--- src/rtl/stall_ctrl.sv ---
// stall_ctrl: pipeline stall/flush controller with stall watchdog.
// Define STALL_PERF_CNT_EN to build the stall_cycles/flush_count performance counters.
module stall_ctrl #(
    parameter logic [15:0] STALL_TIMEOUT = 16'd1024
) (
    input  logic        clk,
    input  logic        rst,
    input  logic        stallreq_id,
    input  logic        stallreq_ex,
    input  logic        stallreq_mem,
    input  logic        flush_req,
    output logic [5:0]  stall,
    output logic        flush,
    output logic        stall_timeout,
    output logic [31:0] stall_cycles,
    output logic [15:0] flush_count
);
    typedef enum logic [1:0] {RUN, STALL, FLUSH} state_t;
    state_t      state_q, state_d;
    logic [15:0] run_cnt_q, run_cnt_d;
    logic        any_req, active;
    // The watchdog counts consecutive stalling cycles, including the RUN cycle that raised the stall.
    always_comb begin
        any_req       = stallreq_id || stallreq_ex || stallreq_mem;
        active        = rst && state_q != FLUSH && any_req && !flush_req;
        stall_timeout = active && run_cnt_q == STALL_TIMEOUT - 16'd1;
        flush         = state_q == FLUSH;
        stall         = !rst || state_q == FLUSH ? 6'b000000 :
                        flush_req    ? 6'b111111 :
                        stallreq_mem ? 6'b011111 :
                        stallreq_ex  ? 6'b001111 :
                        stallreq_id  ? 6'b000111 : 6'b000000;
        state_d       = flush_req || stall_timeout ? FLUSH :
                        state_q == FLUSH           ? RUN   :
                        any_req                    ? STALL : RUN;
        run_cnt_d     = active && !stall_timeout ? run_cnt_q + 16'd1 : 16'd0;
    end
    always_ff @(posedge clk) begin
        if (!rst) begin
            state_q   <= RUN;
            run_cnt_q <= 16'd0;
        end else begin
            state_q   <= state_d;
            run_cnt_q <= run_cnt_d;
        end
    end
`ifdef STALL_PERF_CNT_EN
    logic [31:0] stall_cycles_q, stall_cycles_d;
    logic [15:0] flush_count_q, flush_count_d;
    always_comb begin
        stall_cycles_d = stall_cycles_q + {31'd0, |stall};
        flush_count_d  = flush_count_q + {15'd0, flush};
    end
    always_ff @(posedge clk) begin
        if (!rst) begin
            stall_cycles_q <= 32'd0;
            flush_count_q  <= 16'd0;
        end else begin
            stall_cycles_q <= stall_cycles_d;
            flush_count_q  <= flush_count_d;
        end
    end
    assign stall_cycles = stall_cycles_q;
    assign flush_count  = flush_count_q;
`else
    assign stall_cycles = 32'd0;
    assign flush_count  = 16'd0;
`endif
endmodule

--- config.mk ---
export PLATFORM = sky130hd
export DESIGN_NAME = stall_ctrl
export DESIGN_NICKNAME = d
export VERILOG_FILES = /design/src/rtl/stall_ctrl.sv
export SDC_FILE = /design/constraint.sdc
export NUM_CORES = 1
export LEC_CHECK = 0
export ABC_CLOCK_PERIOD_IN_PS = 4450
export BUFFER_PORTS_ARGS = -buffer_cell sky130_fd_sc_hd__buf_4
export CAP_MARGIN = 20
export CORE_UTILIZATION = 40
export CTS_CLUSTER_DIAMETER = 50
export CTS_CLUSTER_SIZE = 28
export DETAILED_ROUTE_END_ITERATION = 10
export PLACE_DENSITY = 0.72
export SLEW_MARGIN = 20
export SYNTH_ARGS = -nofsm -noshare
export SYNTH_HDL_FRONTEND = slang
export SYNTH_SLANG_ARGS = --single-unit
--- constraint.sdc ---
create_clock -name clk -period 4.45 [get_ports clk]
set_input_delay 1.335 -clock clk [delete_from_list [all_inputs] [get_ports clk]]
set_output_delay 1.335 -clock clk [all_outputs]
set_load 0.1 [all_outputs]
-- Word-level counts from Yosys, hierarchy flattened
Cells that the tools add are included.
- register bits: 18
- bits in latches: 0
- bits in writable memories: 0
- memory bits (read-only): 0
- memories: 0
- add/subtract/negate cells: 1
- multipliers: 0
- div/mod/pow operators: 0
- $lt $le $gt $ge: 0
- equal/unequal tests: 3
- shift-type cells: 0
- multiplexer cells: 8
- bitwise gates (word level): 1
- reduce and logical (&&, ||, !) cells: 14
- operator list (operator ; number):
    adder 16 x 1 -> 16 bit, second input constant ; 1
    equality test 16 x 10 -> 1 bit, second input constant ; 1
    two-way mux 6 bit ; 2
    logical AND 1 bit ; 5
    two-way mux 5 bit ; 1
    logical OR 1 bit ; 4
    two-way mux 4 bit ; 1
    logical NOT 1 bit ; 3
    two-way mux 3 bit ; 1
    OR reduction 3 bit ; 1
    equality test 2 bit, second input constant ; 1
    two-way mux 1 bit ; 2
    two-way mux 2 bit ; 1
    inequality test 2 bit, second input constant ; 1
    AND reduction 2 bit ; 1
    NOT 1 bit ; 1

-- Longest topological paths before layout
- depth in word-level cells: 8
- depth in mapped cells: 7
- mapped depth without buffers: 5

-- Worst setup path after synthesis
No wires, ideal clock.
- path type: input to output
- from: input port rst
- to: output port stall[1]
- arrival time: 3557 ps
- data required time: 3115 ps
- setup slack: -442 ps
- cell stages on the path: 3
- path through: and3_1 o21bai_1 buf_4
- word-level cells in the longest chain between the ends: 3
- ends and longest elaborated chain (element ; RTL line ; text):
    from (decl) ; 7 ; input logic rst,
    logical NOT 1 bit ; - ;
    logical OR 1 bit ; 28 ; stall = !rst || state_q == FLUSH ? 6'b000000 :
    two-way mux 6 bit ; 28 ;
    to (decl) ; 12 ; output logic [5:0] stall,
Every way passes these cells.

-- Worst setup path after layout
- from: input port stallreq_mem
- to: output port stall_timeout
- word-level cells in the longest chain between the ends: 4
- ends and longest elaborated chain (element ; RTL line ; text):
    from (decl) ; 10 ; input logic stallreq_mem,
    logical OR 1 bit ; 24 ; any_req = stallreq_id || stallreq_ex || stallreq_mem;
    logical AND 1 bit (2 in a row) ; 25 ; active = rst && state_q != FLUSH && any_req && !flush_req;
    logical AND 1 bit ; 26 ; stall_timeout = active && run_cnt_q == STALL_TIMEOUT - 16'd1;
    to (decl) ; 14 ; output logic stall_timeout,
Every way passes these cells.

==> flow_summary_export.csv <==
group,metric,value,unit
worst_setup_path,slowest_delay,270,ps
route,drtIter0Drc,30,
yosys,netlist_top_cells_count,"50 x buf_4, 20 x nor2_1, 18 x dfxtp_1",
yosys,synth_top_cell_by_area,"buf_4",
layout,diodes,0,
sta,finalHoldViolCount,0,
cts,path_clk_slew,90,ps
cts,h-tree-depth,1,
grt,grt-busiest-layer,"met2",
yosys,synthDistinctLibCells,28,
route,final_antenna_net_count,0,
sta,fmax,0.270,GHz
yosys,synth_edf_count,0,
placement,globalplace.congestion,0.714,
worst_setup_path,critPathTopFamily,"simple AND/OR/NAND/NOR gates",
die,rows,19,
die,dieHeight,56.7,µm
layout,fin_cells,189,
sta,fin_tns_setup,0,ps
yosys,avgSynthCellArea,8.15,µm²
placement,dpl.cell_count,186,
yosys,yosysWarnings,0,
die,dieArea,3220,µm²
layout,utilization,41.1,%
cts,clk_latency,300,ps
yosys,synth_area,1200,µm²
sta,setup_ws,751,ps
grt,antenna_found_initial,0,
grt,grt_pass1_wl,2340,µm
route,dr.pass1.iters,6,
grt,groute.layer.met1.usage,10.6,%
grt,grt.total_usage,9.42,%
layout,finalNetCount,167,
placement,portBuffers,13,
route,viasPerCell,4.26,
cts,cts_tree,"yes",
placement,dp_slack,759,ps
layout,layout-drive-gt1-share,13.9,%
sta,fin_crit_sh,83.1,%
power,vdd_drop_max,0.241,mV
layout,num-fill-cells,300,
sta,finalSetupViolCount,0,
cts,cts_setup_buffers,0,
die,die_x,56.7,µm
sta,fin_crit,3700,ps
cts,cts_sinks,18,
worst_setup_path,r2r_cells,5,
die,top_level_ports,62,
grt,grt_util_met3,3.69,%
worst_setup_path,critPathKind,"in -> out",
sta,slew_violations,0,
yosys,synth_ff_type,"dfxtp_1",
worst_setup_path,cp.depth,5,
yosys,synth.most_common_cell,"buf_4",
grt,globalRouteMet2Util,15.1,%
placement,dpl.hpwl,1150,µm
worst_setup_path,crit_buf_inv,2,
yosys,synth_seq_cells,18,
worst_setup_path,arrival,2360,ps
grt,grt_max_degree,18,
yosys,ys_seq_area_share,30.1,%
die,initial_core_util,42.7,%
worst_setup_path,cp-start-kind,"input port",
yosys,synth_area_leaders,"buf_4 31%, dfxtp_1 30%, xnor2_1 7.3%, nor2_1 6.3%, nand2_1 2.2%",
route,wire_per_inst,8.27,µm
worst_setup_path,cp_cell_sequence,"buf_4 > nor3_1 > nand4bb_1 > and4b_1 > buf_4",
worst_setup_path,cpMostUsedCell,"buf_4",
power,power.static_leakage,0.489,nW
cts,cts-resized-gates,0,
worst_setup_path,worst-path-max-fanout,3,
layout,regArea,360,µm²
power,powerDensity,418,nW/µm²
worst_setup_path,cp.required,3120,ps
yosys,synth_top_area_share,31.3,%
min_path,hp-class,"reg -> reg",
sta,fin_worst_skew,10.6,ps
layout,multi_input_area,619,µm²
yosys,ys_async_sr_fraction,0,%
cts,cts_inserted_buffers,3,
route,drc,17,
flow_run,cap_violations,0,
cts,cts-root-buf,"clkbuf_4",
run_status,violations,"DRC",
worst_setup_path,critPathCaptureType,"primary output",
cts,cts_hold_buf,0,
worst_setup_path,cp_slowest_cell,"nor3_1",
run_status,status,"finished with violations",
sta,rsz0062_at_grt,"no",
cts,clk_path_buf_depth,2,
route,wl,1560,µm
grt,grt_pass1_vias,568,
min_path,hold_depth,1,
die,core,2810,µm²
yosys,syn_inst,147,
power,finalPower,0.482,mW
route,num_vias,805,
grt,grt-ovfl-total,0,
layout,area_delta_synth_final,-3.76,%
[power breakdown]
group          switching, mW  internal [mW]
Sequential          0.000824          0.163
Combinational          0.222         0.0130
Clock                 0.0515         0.0316
[kinds of logic (layout without fill, tap and decap cells)]
kind of cell,Yosys count,count (layout),synth area share (%)
compound gates,7,7,3.65
xor+xnor,12,12,8.77
fa+ha+maj,1,1,1.04
buf+inv,56,20,33.4
flops,18,18,30.1
other cells,1,48,0.313
simple gates,52,52,22.8
[layout by cell type, fill, tap and decap left out, types with 3 or more instances in the layout]
| master | n |
|---|---|
| nor2_1 | 20 |
| buf_4 | 13 |
| conb_1 | 48 |
| nor4_1 | 4 |
| dfxtp_1 | 18 |
| xnor2_1 | 10 |
| nand3_1 | 4 |
| clkbuf_4 | 3 |
| nand2_1 | 7 |
| nor3_1 | 5 |
| inv_1 | 4 |
[cell type report]
| cell class | instances | area share [%] |
|---|---|---|
| timing repair buffer | 13 | 8.46 |
| multi-input combinational | 120 | 53.7 |
| clock buffer | 3 | 1.95 |
| sequential | 18 | 31.2 |
| inverter | 4 | 1.30 |
| tap | 31 | 3.36 |
[path summary, 6_finish.rpt]
check	from	end	slack [ps]
setup / recovery	stallreq_mem	stall_timeout	750
hold / removal	run_cnt_q[0]	run_cnt_q[0]	470
setup reg to reg	run_cnt_q[0]	run_cnt_q[7]	2700
hold reg to reg	run_cnt_q[0]	run_cnt_q[0]	470
[metrics by stage]
| stage | area, µm² | hold WS (ps) |
|---|---|---|
| global route | 1150 | 504 |
| finish | 1150 | 468 |
| CTS | 1150 | 477 |
| global placement | 1130 | 446 |
| floorplan | 1380 | 430 |
| detailed placement | 1130 | 454 |
[state kept, by name, indices dropped and copies added, names as in the netlist]
signal,count
state_q,2
run_cnt_q,16
[layer usage]
layer  part of all wire [%]  up-vias
met5                      0        -
met4                    1.9        0
met3                     11        5
met2                     44       40
met1                     44      354
li1                       -      406
(Power assumes the default switching activity.)
